[src/rtl/seq_mult_nb.sv]
// Sequential shift-add N x N multiplier with start/done handshake and signed/unsigned mode.
// Signed operands are multiplied as magnitudes and the sign is applied once at the end.
module seq_mult_nb #(
    parameter int N = 8
) (
    input  logic           clk,
    input  logic           clr,
    input  logic           start,
    input  logic           sgn,
    input  logic [N-1:0]   a,
    input  logic [N-1:0]   b,
    output logic           busy,
    output logic           done,
    output logic [2*N-1:0] prod
);

    localparam int CW = $clog2(N);

    typedef enum logic [1:0] {
        IDLE = 2'd0,
        CALC = 2'd1,
        FIX  = 2'd2
    } state_t;

    state_t        state;
    logic [N-1:0]  acc;
    logic [N-1:0]  mcand;
    logic [N-1:0]  mplr;
    logic [CW-1:0] cnt;
    logic          neg;

    logic [N:0]    sum;
    logic [N-1:0]  abs_a;
    logic [N-1:0]  abs_b;

    // Magnitudes stay N-bit unsigned, so the most negative value maps cleanly to 2^(N-1).
    always_comb begin
        abs_a = a;
        abs_b = b;
        if (sgn && a[N-1]) abs_a = -a;
        if (sgn && b[N-1]) abs_b = -b;
        sum = {1'b0, acc} + (mplr[0] ? {1'b0, mcand} : {(N+1){1'b0}});
    end

    assign busy = (state != IDLE);

    always_ff @(posedge clk) begin
        if (clr) begin
            state <= IDLE;
            acc   <= '0;
            mcand <= '0;
            mplr  <= '0;
            cnt   <= '0;
            neg   <= 1'b0;
            done  <= 1'b0;
            prod  <= '0;
        end else begin
            done <= 1'b0;
            case (state)
                IDLE: begin
                    if (start) begin
                        mcand <= abs_a;
                        mplr  <= abs_b;
                        neg   <= sgn & (a[N-1] ^ b[N-1]);
                        acc   <= '0;
                        cnt   <= '0;
                        state <= CALC;
                    end
                end
                CALC: begin
                    // Carry out of the add lands in the top of acc after the right shift.
                    acc  <= sum[N:1];
                    mplr <= {sum[0], mplr[N-1:1]};
                    cnt  <= cnt + 1'b1;
                    if (cnt == CW'(N - 1)) state <= FIX;
                end
                FIX: begin
                    prod  <= neg ? -{acc, mplr} : {acc, mplr};
                    done  <= 1'b1;
                    state <= IDLE;
                end
                default: state <= IDLE;
            endcase
        end
    end

endmodule

[config.mk]
export PLATFORM = sky130hd
export DESIGN_NAME = seq_mult_nb
export DESIGN_NICKNAME = d
export VERILOG_FILES = /design/src/rtl/seq_mult_nb.sv
export SDC_FILE = /design/constraint.sdc
export NUM_CORES = 1
export LEC_CHECK = 0
export CORE_UTILIZATION = 55
export DETAILED_ROUTE_END_ITERATION = 12
export PLACE_DENSITY = 0.84
export SLEW_MARGIN = 20
export SYNTH_ARGS = -nofsm -noshare
export SYNTH_HDL_FRONTEND = slang
export SYNTH_SLANG_ARGS = --single-unit
[constraint.sdc]
create_clock -name clk -period 2.4 [get_ports clk]
set_input_delay 0.24 -clock clk [delete_from_list [all_inputs] [get_ports clk]]
set_output_delay 0.24 -clock clk [all_outputs]
set_load 0.005 [all_outputs]
* Yosys cells after proc, flatten, opt, wreduce, memory -nomap -nowiden
Index checks and enable logic that the tools add are counted.
** Storage, ports and cells
- Flip-flop bits (word level) :: 47
- Input port bits :: 20
- Output and inout port bits :: 18
- Logic and storage cells :: 42
** Operators by class
- Add/sub/neg operators :: 5
- Eq/ne operators :: 5
- Muxes and demuxes :: 14
- Bitwise operators :: 2
- Reduce and logical (&&, ||, !) cells :: 8
** Operators by type and width (number)
- $mux W8 :: 5
- $pmux W8 S2 :: 2
- $mux W16 :: 1
- $neg A16 Y16 :: 1
- $neg A8 Y8 :: 2
- $add A8 B8 Y9 :: 1
- $pmux W3 S2 :: 1
- $reduce_and A2 Y1 :: 3
- $mux W2 :: 2
- $ne A2 B2 Y1 const B :: 2
- $pmux W2 S2 :: 1
- $reduce_bool A2 Y1 :: 2
- $add A3 B1 Y3 const B :: 1
- $eq A3 B3 Y1 const B :: 1
- $mux W3 :: 1
- $eq A2 B1 Y1 const B :: 1
- $eq A2 B2 Y1 const B :: 1
- $logic_and A1 B1 Y1 :: 2
- $logic_not A2 Y1 :: 1
- $and A1 B1 Y1 :: 1
- $mux W1 :: 1
- $xor A1 B1 Y1 :: 1

* Logic depth before layout (Yosys ltp)
- Depth after elaboration :: 4
- Depth in mapped cells :: 8
- Mapped depth without buffers :: 7

* Worst setup path before layout
Ideal clock, no wire load.
- Kind :: reg-to-reg
- Start point :: register mplr[0]
- End point :: register acc[7]
- Library setup time :: 122 ps
- Arrival :: 1842 ps
- Data required time :: 2278 ps
- Path slack :: 436 ps
- Stages on the path, launching flop included :: 9
- Path buffers :: 1
- Clock period less this slack :: 1964 ps
- Cells stage by stage :: dfxtp_1 -> clkbuf_1 -> and2_1 -> ha_1 -> fa_1 -> a211oi_1 -> o21ai_0 -> a31oi_1 -> o21ai_0
** Between the ends
- Longest elaborated chain between the ends :: 3
** Ends and longest elaborated chain
- from (decl) :: line 28 : logic [N-1:0] mplr;
- from (signal assigned) :: line 63 : mplr <= abs_b;
- from (signal assigned) :: line 73 : mplr <= {sum[0], mplr[N-1:1]};
- $mux W8 :: line 42 : sum = {1'b0, acc} + (mplr[0] ? {1'b0, mcand} : {(N+1){1'b0}});
- $add A8 B8 Y9 :: line 42
- $pmux W8 S2 :: line 59 : case (state)
- to (signal assigned) :: line 72 : acc <= sum[N:1];
- to (decl) :: line 26 : logic [N-1:0] acc;
Every way passes these cells.
A chain may end at the register's enable or synchronous reset.

* Worst setup path after layout
Same ends and word-level chain as after synthesis.

==> flow_summary_export.csv <==
group,metric,value,unit
clock_tree,h-tree-depth,2,
die,initial_core_util,57.9,%
sta,skew,0.00519,ns
synthesis,synth.ff_latch_count,47,
clock_tree,post_cts_buffers,0,
critical_path,max_stage_delay,0.44,ns
synthesis,synth.largest_area_cell,"dfxtp_1",
clock_tree,numCtsBuffers,5,
layout,final_net_count,385,
drt,drc,0,
synthesis,ys_seq_area_share,34.2,%
sta,setup_viol,0,
critical_path,crit_path_top_delay_cell,"fa_1",
clock_tree,ctsResizeCount,0,
worst_hold_path,holdPathEnd,"mcand[7]",
sta,worst_slew_pin_slew,0.737,ns
global_route,grt_pass1_vias,2113,
synthesis,synth_area_leaders,"dfxtp_1, ha_1, a211oi_1",
global_route,antenna_found_initial,0,
pwr,combinationalPowerShare,17.0,%
die,die_h,72.7,µm
clock_tree,cts_hold_buffers,0,
layout,final_common_cell,"dfxtp_1",
synthesis,yosysUniqueCellTypes,51,
die,pin_count,38,
sta,rsz0062_at_grt,"no",
synthesis,syn_inst,321,
critical_path,critPathCaptureType,"flop",
placed_design,place.gp.congestion,0.928,
layout,drive_above_1_share,6.25,%
pwr,switching_share,27.7,%
layout,multi_input_area,1680,µm²
global_route,grt_usage,23.2,%
pwr,intPower,1.13,mW
sta,slew_viol_final,0,
die,core_region_area,4750,µm²
sta,whs,0.456,ns
global_route,grt_pass1_wl,9.57,mm
synthesis,synthArstFlopShare,0,%
pwr,power_density,482,nW/µm²
pwr,leakage,1.25,nW
synthesis,syn_avg_cell_area,8.58,µm²
pwr,p_total,1.56,mW
placed_design,hpwlAfterDp,4.24,mm
placed_design,io_buffers,37,
critical_path,critical_path_buf_inv_count,0,
worst_hold_path,holdPathStages,2,
critical_path,critPathMaxFanout,13,
worst_hold_path,hold_class,"reg2reg",
clock_tree,cts_sinks,47,
synthesis,synth_top_flop_cell,"dfxtp_1",
global_route,grt_overflow,0,
drt,postRouteAntennaNets,0,
drt,detail_route.wl_per_cell,13.3,µm
synthesis,synth_edf_count,0,
sta,max_freq,476,MHz
synthesis,yosys_warnings,0,
pwr,switching_power,434,µW
layout,mostFrequentLayoutCells,"dfxtp_1, nor2_1, clkdlybuf4s50_1, a211oi_1, nand2_1",
clock_tree,path_clk_slew,0.08,ns
worst_hold_path,worstHoldStart,"mcand[7]",
critical_path,crit_chain,"and2_1, ha_1, fa_1, a211oi_1, o21ai_0, a31oi_1, o21ai_0",
critical_path,cp_data_arrival_time,2.29,ns
global_route,grt_max_degree,43,
clock_tree,insertion_delay,0.30,ns
critical_path,ff2ff_path_depth,7,
run_status,status,"complete, no violations",
clock_tree,cts_tree,"built",
pwr,max-vdd-ir-drop,0.303,mV
pwr,p_seq_share,53.7,%
sta,relSlewSlack,50.8,%
sta,min_period,2.10,ns
clock_tree,cts_root_buf,"clkbuf_8",
synthesis,synth_area,2750,µm²
critical_path,r2r_end,"acc[7]",
critical_path,critPathRequiredTime,2.59,ns
sta,timing.final.hold_violations,0,
drt,dr.pass1.iters,4,
die,die_w,72.7,µm
critical_path,reg2reg_from,"mplr[0]",
pwr,power.clock.fraction,29.2,%
critical_path,start_kind,"flop",
layout,register_area,941,µm²
critical_path,reg2reg_slack,0.30,ns
critical_path,crit_type,"reg2reg",
drt,vias,2416,
synthesis,synth_top_area_share,34.2,%
drt,vias_per_cell,5.77,
job,maxCapViolations,0,
die,num_rows,25,
synthesis,syn-num-nets,355,
sta,fin_setup_tns,0,ns
die,dieArea,5290,µm²
critical_path,crit_top_cell,"o21ai_0",
layout,nFillCells,423,
drt,dr.first_iter.drc_count,162,
drt,wl,5.59,mm
clock_tree,clock_path_buffers,2,
critical_path,critPathTopFamily,"compound AO/OA/AOI/OAI gates",
sta,fin_crit_sh,87.5,%
layout,num_antenna_cells,0,
layout,area_growth,18.0,%
[per-layer routing]
layer,routed length [µm],GRT usage (%),vias up
li1,-,-,1230
met1,2470,30.4,1113
met2,2750,38.6,67
met3,292,3.73,6
met4,74,8.28,0
met5,0,0,-
[cell usage after synthesis, drive strengths merged, types with 3 or more instances]
| master | count |
|---|---|
| clkbuf | 13 |
| a21oi | 12 |
| and2 | 10 |
| or3 | 5 |
| buf | 7 |
| xor2 | 15 |
| a222oi | 3 |
| nand2 | 17 |
| dfxtp | 47 |
| nor3b | 4 |
| nor3 | 7 |
| a22o | 4 |
| nand2b | 4 |
| o211ai | 3 |
| a211oi | 21 |
| a22oi | 4 |
| o21ai | 13 |
| a31oi | 5 |
| or4 | 4 |
| xnor2 | 8 |
| nor2 | 37 |
| nand3 | 8 |
| o21bai | 3 |
| o31ai | 5 |
| mux2i | 3 |
| inv | 13 |
| nor2b | 5 |
| ha | 13 |
| o41ai | 4 |
[power by group through the flow]
stage | combinational [mW] | clock (mW) | sequential, mW
finish | 0.266 | 0.457 | 0.840
global route | 0.298 | 0.495 | 0.845
global placement | 0.258 | 0 | 0.857
floorplan | 0.203 | 0 | 0.840
detailed placement | 0.266 | 0 | 0.859
CTS | 0.267 | 0.467 | 0.840
[flip-flops by register name (all words and copies together) (netlist names)]
name and count:
acc 8, cnt 3, done 1, mcand 8
mplr 8, neg 1, prod 16, state 2
[logic make-up after synthesis]
kind of cell | Yosys count | share of synthesized area [%]
adders and majority gates | 14 | 6.64
muxes | 4 | 1.50
AOI/OAI and AO/OA | 89 | 24.8
xor gates and xnor gates | 23 | 7.32
and+or+nand+nor | 111 | 20.5
buffers and inverters | 33 | 5.00
DFF | 47 | 34.2
[worst max path at each step]
stage | startpoint | endpoint | cells past startpoint
floorplan | mplr[0] | acc[7] | 8
CTS | mplr[0] | acc[7] | 7
global placement | mplr[0] | acc[7] | 7
detailed placement | mplr[0] | acc[7] | 7
finish | mplr[0] | acc[7] | 7
global route | mplr[0] | acc[4] | 6
[cell type report]
class	instances	share of cell area [%]
clock inverter	1	0.154
clock buffer	7	2.35
sequential	47	29.0
tap	67	2.58
inverter	13	1.50
timing repair buffer	43	12.8
multi-input combinational	241	51.6
[stage by stage]
step / util (%) / std cells / instance area [µm²] / setup slack [ns]
after floorplan: - / 321 / 2750 / 0.436
after global placement: 66.6 / 411 / 3170 / 0.394
after detailed placement: 66.6 / 411 / 3170 / 0.311
after CTS: 68.3 / 419 / 3250 / 0.305
after global routing: 68.3 / 419 / 3250 / 0.145
final: 68.3 / 419 / 3250 / 0.301
[worst min-delay path, cell delays in order, from the launching register on]
cell and delay, ns:
dfxtp_1 0.31, nand2_1 0.05, a21oi_1 0.05
(Power assumes the default switching activity.)
